$ cat config.mk
export PLATFORM = sky130hd
export DESIGN_NAME = multicycle_control
export DESIGN_NICKNAME = d
export VERILOG_FILES = /design/src/rtl/multicycle_control.sv
export SDC_FILE = /design/constraint.sdc
export NUM_CORES = 1
export LEC_CHECK = 0
export CORE_ASPECT_RATIO = 1.5
export CORE_MARGIN = 2
export CORE_UTILIZATION = 53
export CTS_BUF_LIST = sky130_fd_sc_hd__clkbuf_4
export DETAILED_ROUTE_END_ITERATION = 7
export PLACE_DENSITY = 0.85
export SLEW_MARGIN = 30
export SYNTH_ARGS = -nofsm -noshare
export SYNTH_HDL_FRONTEND = slang
export SYNTH_SLANG_ARGS = --single-unit
$ cat constraint.sdc
create_clock -name CLK -period 4.2 [get_ports CLK]
set_clock_uncertainty 0.05 [all_clocks]
set_input_delay 0.84 -clock CLK [delete_from_list [all_inputs] [get_ports CLK]]
set_output_delay 0.84 -clock CLK [all_outputs]
set_load 0.03 [all_outputs]
$ cat src/rtl/multicycle_control.sv
// multicycle_control: sequenced FETCH/DECODE/EXEC/MEM/WB controller for the multi-cycle LEGv8 datapath
module multicycle_control #(
  parameter int OPCODE_W = 11,
  parameter int ALUOP_W  = 4,
  parameter int SIGNOP_W = 3,
  parameter int TIMEOUT  = 15,
  parameter int CNT_W    = 4
) (
  input  logic                CLK,
  input  logic                resetl,
  input  logic [OPCODE_W-1:0] opcode,
  input  logic                zero,
  input  logic                mem_ready,
  output logic                pc_write,
  output logic                pc_src,
  output logic                ir_write,
  output logic                imem_req,
  output logic                reg2loc,
  output logic                alusrc,
  output logic                mem2reg,
  output logic                regwrite,
  output logic                memread,
  output logic                memwrite,
  output logic [ALUOP_W-1:0]  aluop,
  output logic [SIGNOP_W-1:0] signop,
  output logic [2:0]          state,
  output logic                fault
);
  typedef enum logic [2:0] {
    S_FETCH  = 3'd0,
    S_DECODE = 3'd1,
    S_EXEC   = 3'd2,
    S_MEM    = 3'd3,
    S_WB     = 3'd4,
    S_FAULT  = 3'd7
  } state_t;
  typedef enum logic [3:0] {
    C_ILL, C_MOVZ, C_AND, C_ORR, C_ADD, C_SUB, C_ADDI, C_SUBI, C_LDUR, C_STUR, C_CBZ, C_B
  } cls_t;
  state_t state_q, state_d;
  cls_t cls_q, cls_d, dec_cls, cls;
  logic [SIGNOP_W-1:0] sop_q, sop_d, dec_sop, sop;
  logic [CNT_W-1:0] cnt_q, cnt_d;
  logic timeout;
  // Opcode class decode in priority order; only consumed while in DECODE
  always_comb begin
    dec_cls = C_ILL;
    dec_sop = '0;
    casez (opcode)
      11'b110100101??: begin dec_cls = C_MOVZ; dec_sop = opcode[2:0]; end
      11'b?0001010???: dec_cls = C_AND;
      11'b?0101010???: dec_cls = C_ORR;
      11'b?0?01011???: dec_cls = C_ADD;
      11'b?1?01011???: dec_cls = C_SUB;
      11'b?0?10001???: begin dec_cls = C_ADDI; dec_sop = 3'b011; end
      11'b?1?10001???: begin dec_cls = C_SUBI; dec_sop = 3'b011; end
      11'b??111000010: begin dec_cls = C_LDUR; dec_sop = 3'b010; end
      11'b??111000000: begin dec_cls = C_STUR; dec_sop = 3'b010; end
      11'b?011010????: begin dec_cls = C_CBZ; dec_sop = 3'b001; end
      11'b?00101?????: dec_cls = C_B;
      default: ;
    endcase
  end
  // In DECODE the class register is not loaded yet, so look straight at the decoder
  assign cls = (state_q == S_DECODE) ? dec_cls : cls_q;
  assign sop = (state_q == S_DECODE) ? dec_sop : sop_q;
  assign cls_d = (state_q == S_DECODE) ? dec_cls : cls_q;
  assign sop_d = (state_q == S_DECODE) ? dec_sop : sop_q;
  assign timeout = (cnt_q == CNT_W'(TIMEOUT));
  assign state = state_q;
  // Next-state and datapath controls; every output defaults to 0
  always_comb begin
    state_d  = state_q;
    pc_write = 1'b0;
    pc_src   = 1'b0;
    ir_write = 1'b0;
    imem_req = 1'b0;
    reg2loc  = 1'b0;
    alusrc   = 1'b0;
    mem2reg  = 1'b0;
    regwrite = 1'b0;
    memread  = 1'b0;
    memwrite = 1'b0;
    aluop    = '0;
    signop   = '0;
    fault    = 1'b0;
    case (state_q)
      S_FETCH: begin
        imem_req = 1'b1;
        ir_write = mem_ready;
        state_d  = mem_ready ? S_DECODE : timeout ? S_FAULT : S_FETCH;
      end
      S_DECODE: begin
        pc_write = (cls == C_ILL);
        state_d  = (cls == C_ILL) ? S_FETCH : S_EXEC;
      end
      S_EXEC: begin
        aluop = (cls == C_AND) ? 4'b0000 :
                (cls == C_ORR) ? 4'b0001 :
                (cls == C_SUB || cls == C_SUBI) ? 4'b0110 :
                (cls == C_MOVZ || cls == C_CBZ || cls == C_B) ? 4'b0111 : 4'b0010;
        alusrc   = (cls == C_ADDI || cls == C_SUBI || cls == C_MOVZ || cls == C_LDUR || cls == C_STUR);
        reg2loc  = (cls == C_STUR || cls == C_CBZ);
        signop   = sop;
        pc_write = (cls == C_CBZ || cls == C_B);
        pc_src   = (cls == C_B) || (cls == C_CBZ && zero);
        state_d  = (cls == C_CBZ || cls == C_B) ? S_FETCH :
                   (cls == C_LDUR || cls == C_STUR) ? S_MEM : S_WB;
      end
      S_MEM: begin
        memread  = (cls == C_LDUR);
        memwrite = (cls == C_STUR);
        pc_write = mem_ready && (cls == C_STUR);
        state_d  = mem_ready ? ((cls == C_LDUR) ? S_WB : S_FETCH) : timeout ? S_FAULT : S_MEM;
      end
      S_WB: begin
        regwrite = 1'b1;
        mem2reg  = (cls == C_LDUR);
        pc_write = 1'b1;
        state_d  = S_FETCH;
      end
      S_FAULT: fault = 1'b1;
      default: state_d = S_FETCH;
    endcase
  end
  // Wait counter: cleared on any state change, counts stalled memory cycles
  assign cnt_d = (state_d != state_q) ? '0 :
                 ((state_q == S_FETCH || state_q == S_MEM) && !mem_ready) ? cnt_q + 1'b1 : cnt_q;
  // State, class and wait-counter registers
  always_ff @(posedge CLK or negedge resetl) begin
    if (!resetl) begin
      state_q <= S_FETCH;
      cls_q   <= C_ILL;
      sop_q   <= '0;
      cnt_q   <= '0;
    end else begin
      state_q <= state_d;
      cls_q   <= cls_d;
      sop_q   <= sop_d;
      cnt_q   <= cnt_d;
    end
  end
endmodule
# After elaboration in Yosys (flattened, before gate mapping)
# Cells that the tools add are included.
# totals
reg_bits	14
wordCells	86
in_bits	15
output_inout_bits	21
# op_classes
addsub	1
eq_ne	28
n_reduce_logical	21
mux	32
# op_table
operator	count
$pmux W4 S11	1
$mux W3	14
$eq A9 B9 Y1 const B	3
$eq A4 B4 Y1 const B	5
$pmux W3 S5	1
$eq A4 B3 Y1 const B	3
$eq A6 B5 Y1 const B	2
$eq A6 B6 Y1 const B	2
$logic_or A1 B1 Y1	12
$mux W4	3
$pmux W3 S4	1
$mux W1	10
$eq A4 B2 Y1 const B	2
$eq A7 B4 Y1 const B	1
$eq A7 B6 Y1 const B	1
$eq A3 B2 Y1 const B	2
$eq A3 B3 Y1 const B	2
$eq A6 B4 Y1 const B	1
$eq A5 B3 Y1 const B	1
$add A4 B1 Y4 const B	1
$eq A4 B1 Y1 const B	1
$logic_not A4 Y1	1
$pmux W1 S4	1
$reduce_or A2 Y1	2
7 further kinds	9

# Logic depth before layout (Yosys ltp)
# depth
depth_word	11
mapped_depth	7
depth_no_buf	6

# Least setup slack after synthesis
# Ideal clock, no wire load.
# synth_timing
path_kind	input to output
startpoint	input opcode[4]
endpoint	output memread
slack_ns	0.537
t_arrival_ns	2.773
required_time_ns	3.310
path_stages	6
cell_sequence	buf_2 > or4b_1 > a2bb2oi_1 > o21ai_2 > nand2_1 > nor4_1
# synth_between
elab_chain_cells	5
# synth_rtl
item	line_no	rtl
start, declared	11	input logic [OPCODE_W-1:0] opcode,
$eq A9 B9 Y1 (tied with other cells)	49	casez (opcode)
$pmux W4 S11 (*)	49	
$mux W4 (*)	--	
$eq A4 B4 Y1 (*)	111	memread = (cls == C_LDUR);
$mux W1 (*)	87	case (state_q)
end, declared	22	output logic memread,
# Every way passes the cells marked *; elsewhere a longest branch is shown, timed or not.

# Worst setup path in the final report
# layout_timing
startpoint	input opcode[4]
endpoint	output pc_write
# layout_between
elab_chain_cells	6
# layout_rtl
item	line_no	rtl
$eq A9 B9 Y1 (tied with other cells)	49	
$pmux W4 S11 (*)	49	
$mux W4 (*)	--	
$eq A4 B4 Y1 (on tied branches)	113, 105	
$logic_and A1 B1 Y1 or $logic_or A1 B1 Y1 (tied branches)	113, 105	
$pmux W1 S4 (*)	87	
end, declared	14	output logic pc_write,
# Marked as above.

==> impl_metrics.yaml <==
routing:
  antenna_left: 0
  dr_total_vias: 1330
  drt_iter0_markers: 65
  viasPerCell: 6.39
  drt_first_pass_iters: 4
  routed_wirelength_microns: 3620
  post-route-drc-count: 0
  avgRoutedWirePerCell_microns: 17.4
pwr:
  leakagePower_uw: 0.000775
  power_density_nw_per_um2: 155
  peakVddDrop_uv: 143
  power_uw: 259
layout:
  drive_gt1_share_pct: 18.9
  fill_cells: 162
  final_cell_count_no_fill: 208
  diodes: 0
  syn2layout_area_growth_pct: 35.7
  multiInputGateArea_sq_um: 815
  nets: 202
  seqCellArea_sq_um: 350
  final_common_cell: "clkdlybuf4s50_1"
  final_cell_mix: "clkdlybuf4s50_1 (24), nor2_1 (14), dfrtp_1 (14)"
worst_setup_path:
  arrival_ns: 3.16
  crit_top_cell: "clkdlybuf4s50_1"
  cp_slowest_cell: "clkdlybuf4s50_1"
  cpPeakStageDelay_ns: 0.68
  worstReg2RegEnd: "cnt_q[0]"
  start_kind: "input port"
  criticalPathCategory: "in -> out"
  cp_cell_sequence: "clkdlybuf4s50_1, or4b_1, a2bb2oi_1, o21ai_2, nand4_1, nand3_1, clkdlybuf4s50_1"
  ff2ff_path_depth: 5
  r2r_slack_ns: 2.06
  critPathCaptureType: "output pin"
  r2r_start: "state[1]"
  required_ns: 3.31
  worst_path_dominant_cell_family: "buffers and inverters"
  path_max_fanout: 8
  path_buf_inv: 2
floorplan:
  boundaryPins: 36
  start_util_pct: 55.6
  row_count: 21
  fp.dieW_microns: 43.3
  coreArea_sq_um: 2210
  die_y_microns: 62.9
  dieArea_sq_um: 2720
hold_path:
  hold_class: "reg -> reg"
  hold_depth: 2
  min-delay-start: "sop_q[0]"
  holdPathEnd: "sop_q[0]"
timing:
  fin_ws_ns: 0.149
  period_share_pct: 96.5
  holdWs_ns: 0.441
  drv_slew: 0
  finalCriticalPeriod_ns: 4.05
  rsz0062_at_grt: "false"
  finalHoldViolCount: 0
  setup_violations: 0
  timing.fmax_ghz: 0.247
  slew-limit-headroom_pct: 55.8
  tightest_slew_ns: 0.660
placement:
  dpl_worst_slack_ns: 0.0525
  hpwl_microns: 2860
  dp_cells: 204
  routabilityCongestion: 0.917
  port_buffers: 34
clock_network:
  clock_latency_ns: 0.30
  cts_root_buffer: "clkbuf_4"
  cts_buffers: 3
  clk_pin_slew_ns: 0.08
  cts_tree: "built"
  cts.hold.buffers_added: 0
  clock_sinks: 14
  htreeDepth: 1
  clk_path_buf_depth: 2
synth:
  syn-num-nets: 160
  ys_async_sr_fraction_pct: 100
  yosysWarningCount: 0
  synth.avg_cell_area_sq_um: 8.52
  synth_top_flop_cell: "dfrtp_1"
  synth_cell_type_count: 59
  ys_ff_latch: 14
  synth-edff-count: 0
  seq_area_frac_synth_pct: 28.5
  synth_cells: 144
  syn_area_sq_um: 1230
grt:
  grt_max_degree: 15
  grtUsageTotal_pct: 28.7
  grt_pass1_wl_microns: 6030
  grt_overflow: 0
  antenna_found_initial: 0
  grt_pass1_vias: 1438
flow_run:
  max_cap_viol_count: 0
status:
  status: "completed"
final cells by class:
| type | count | area share (%) |
|---|---|---|
| clock inverter | 1 | 0.225 |
| clock buffer | 3 | 1.35 |
| sequential | 14 | 21.0 |
| timing repair buffer | 43 | 24.8 |
| tap | 23 | 1.73 |
| inverter | 8 | 1.95 |
| multi-input combinational | 116 | 48.9 |
synthesized netlist by cell type, types with 2 or more instances:
master	count	area share, %
nand3_1	4	1.6
clkbuf_1	2	0.61
xnor2_1	2	1.4
nor2_1	14	4.3
xor2_1	2	1.4
nand4_1	3	1.5
nand4bb_1	3	2.8
nand2_1	9	2.8
o21ai_2	2	1.4
o21ai_0	9	3.7
or3b_2	3	2.1
nor4_1	2	1.0
a21o_1	2	1.2
a31oi_1	2	1.0
nor3_1	6	2.4
or3_1	2	1.0
a21oi_1	7	2.9
dfrtp_1	14	29
buf_2	3	1.2
nand2b_1	6	3.1
inv_1	6	1.8
mux2i_1	4	3.3
stage by stage:
stage | area [sq um] | util, % | TNS (ns)
after floorplan | 1230 | - | 0
after global placement | 1620 | 73.6 | -0.0376
after detailed placement | 1620 | 73.6 | 0
final | 1670 | 75.5 | 0
after global routing | 1670 | 75.5 | 0
after CTS | 1650 | 74.8 | 0
flip-flops by register name (all words and copies together) (netlist names):
signal,count
state,3
sop_q,3
cls_q,4
cnt_q,4
what timing repair did:
action,CTS,global route
endpoints found under the hold margin,0,0
endpoints found under the setup margin,0,6
resized for setup,0,7
setup buffers,0,0
logic make-up (layout without fill, tap and decap cells):
group           Yosys count  in the layout  share of synthesized area [%]
simple gates             68             68                           34.4
compound gates           38             38                           24.6
flops                    14             14                           28.5
buf+inv                  14             55                           5.10
xor+xnor                  4              4                           2.85
mux                       4              4                           3.26
fa+ha+maj                 1              1                           1.02
other cells               1              1                          0.306
tightest hold or removal path: cells and delay by family (launching register included):
kind            cells  cell delay (ns)
compound gates      1             0.06
flops               1             0.35
simple gates        1             0.04
where the power goes:
group          leakage [uW]  internal [uW]  switching [uW]  total, uW
Clock             0.0000154           34.7            49.0       83.7
Sequential         0.000149            135               0        135
Combinational      0.000611           21.0            19.5       40.5
worst max path at each step:
stage              start  cells past startpoint  slack [ns]       end
2_1_floorplan  opcode[4]                      6        0.54   memread
3_3_place_gp   opcode[4]                      7       -0.03   memread
3_5_place_dp   opcode[4]                      7        0.05   memread
4_1_cts        opcode[4]                      7        0.01   memread
5_1_grt        opcode[4]                      7        0.02  pc_write
6_report       opcode[4]                      7        0.15  pc_write
per-layer routing:
| metal | GRT usage [%] | vias to the layer above | part of all wire [%] |
|---|---|---|---|
| met5 | 0 | - | 0 |
| met4 | 23.1 | 0 | 6.9 |
| met3 | 3.76 | 24 | 4.8 |
| met2 | 49.8 | 60 | 52 |
| met1 | 28.8 | 626 | 36 |
| li1 | - | 620 | - |
Power figures use the tool's default switching activity.
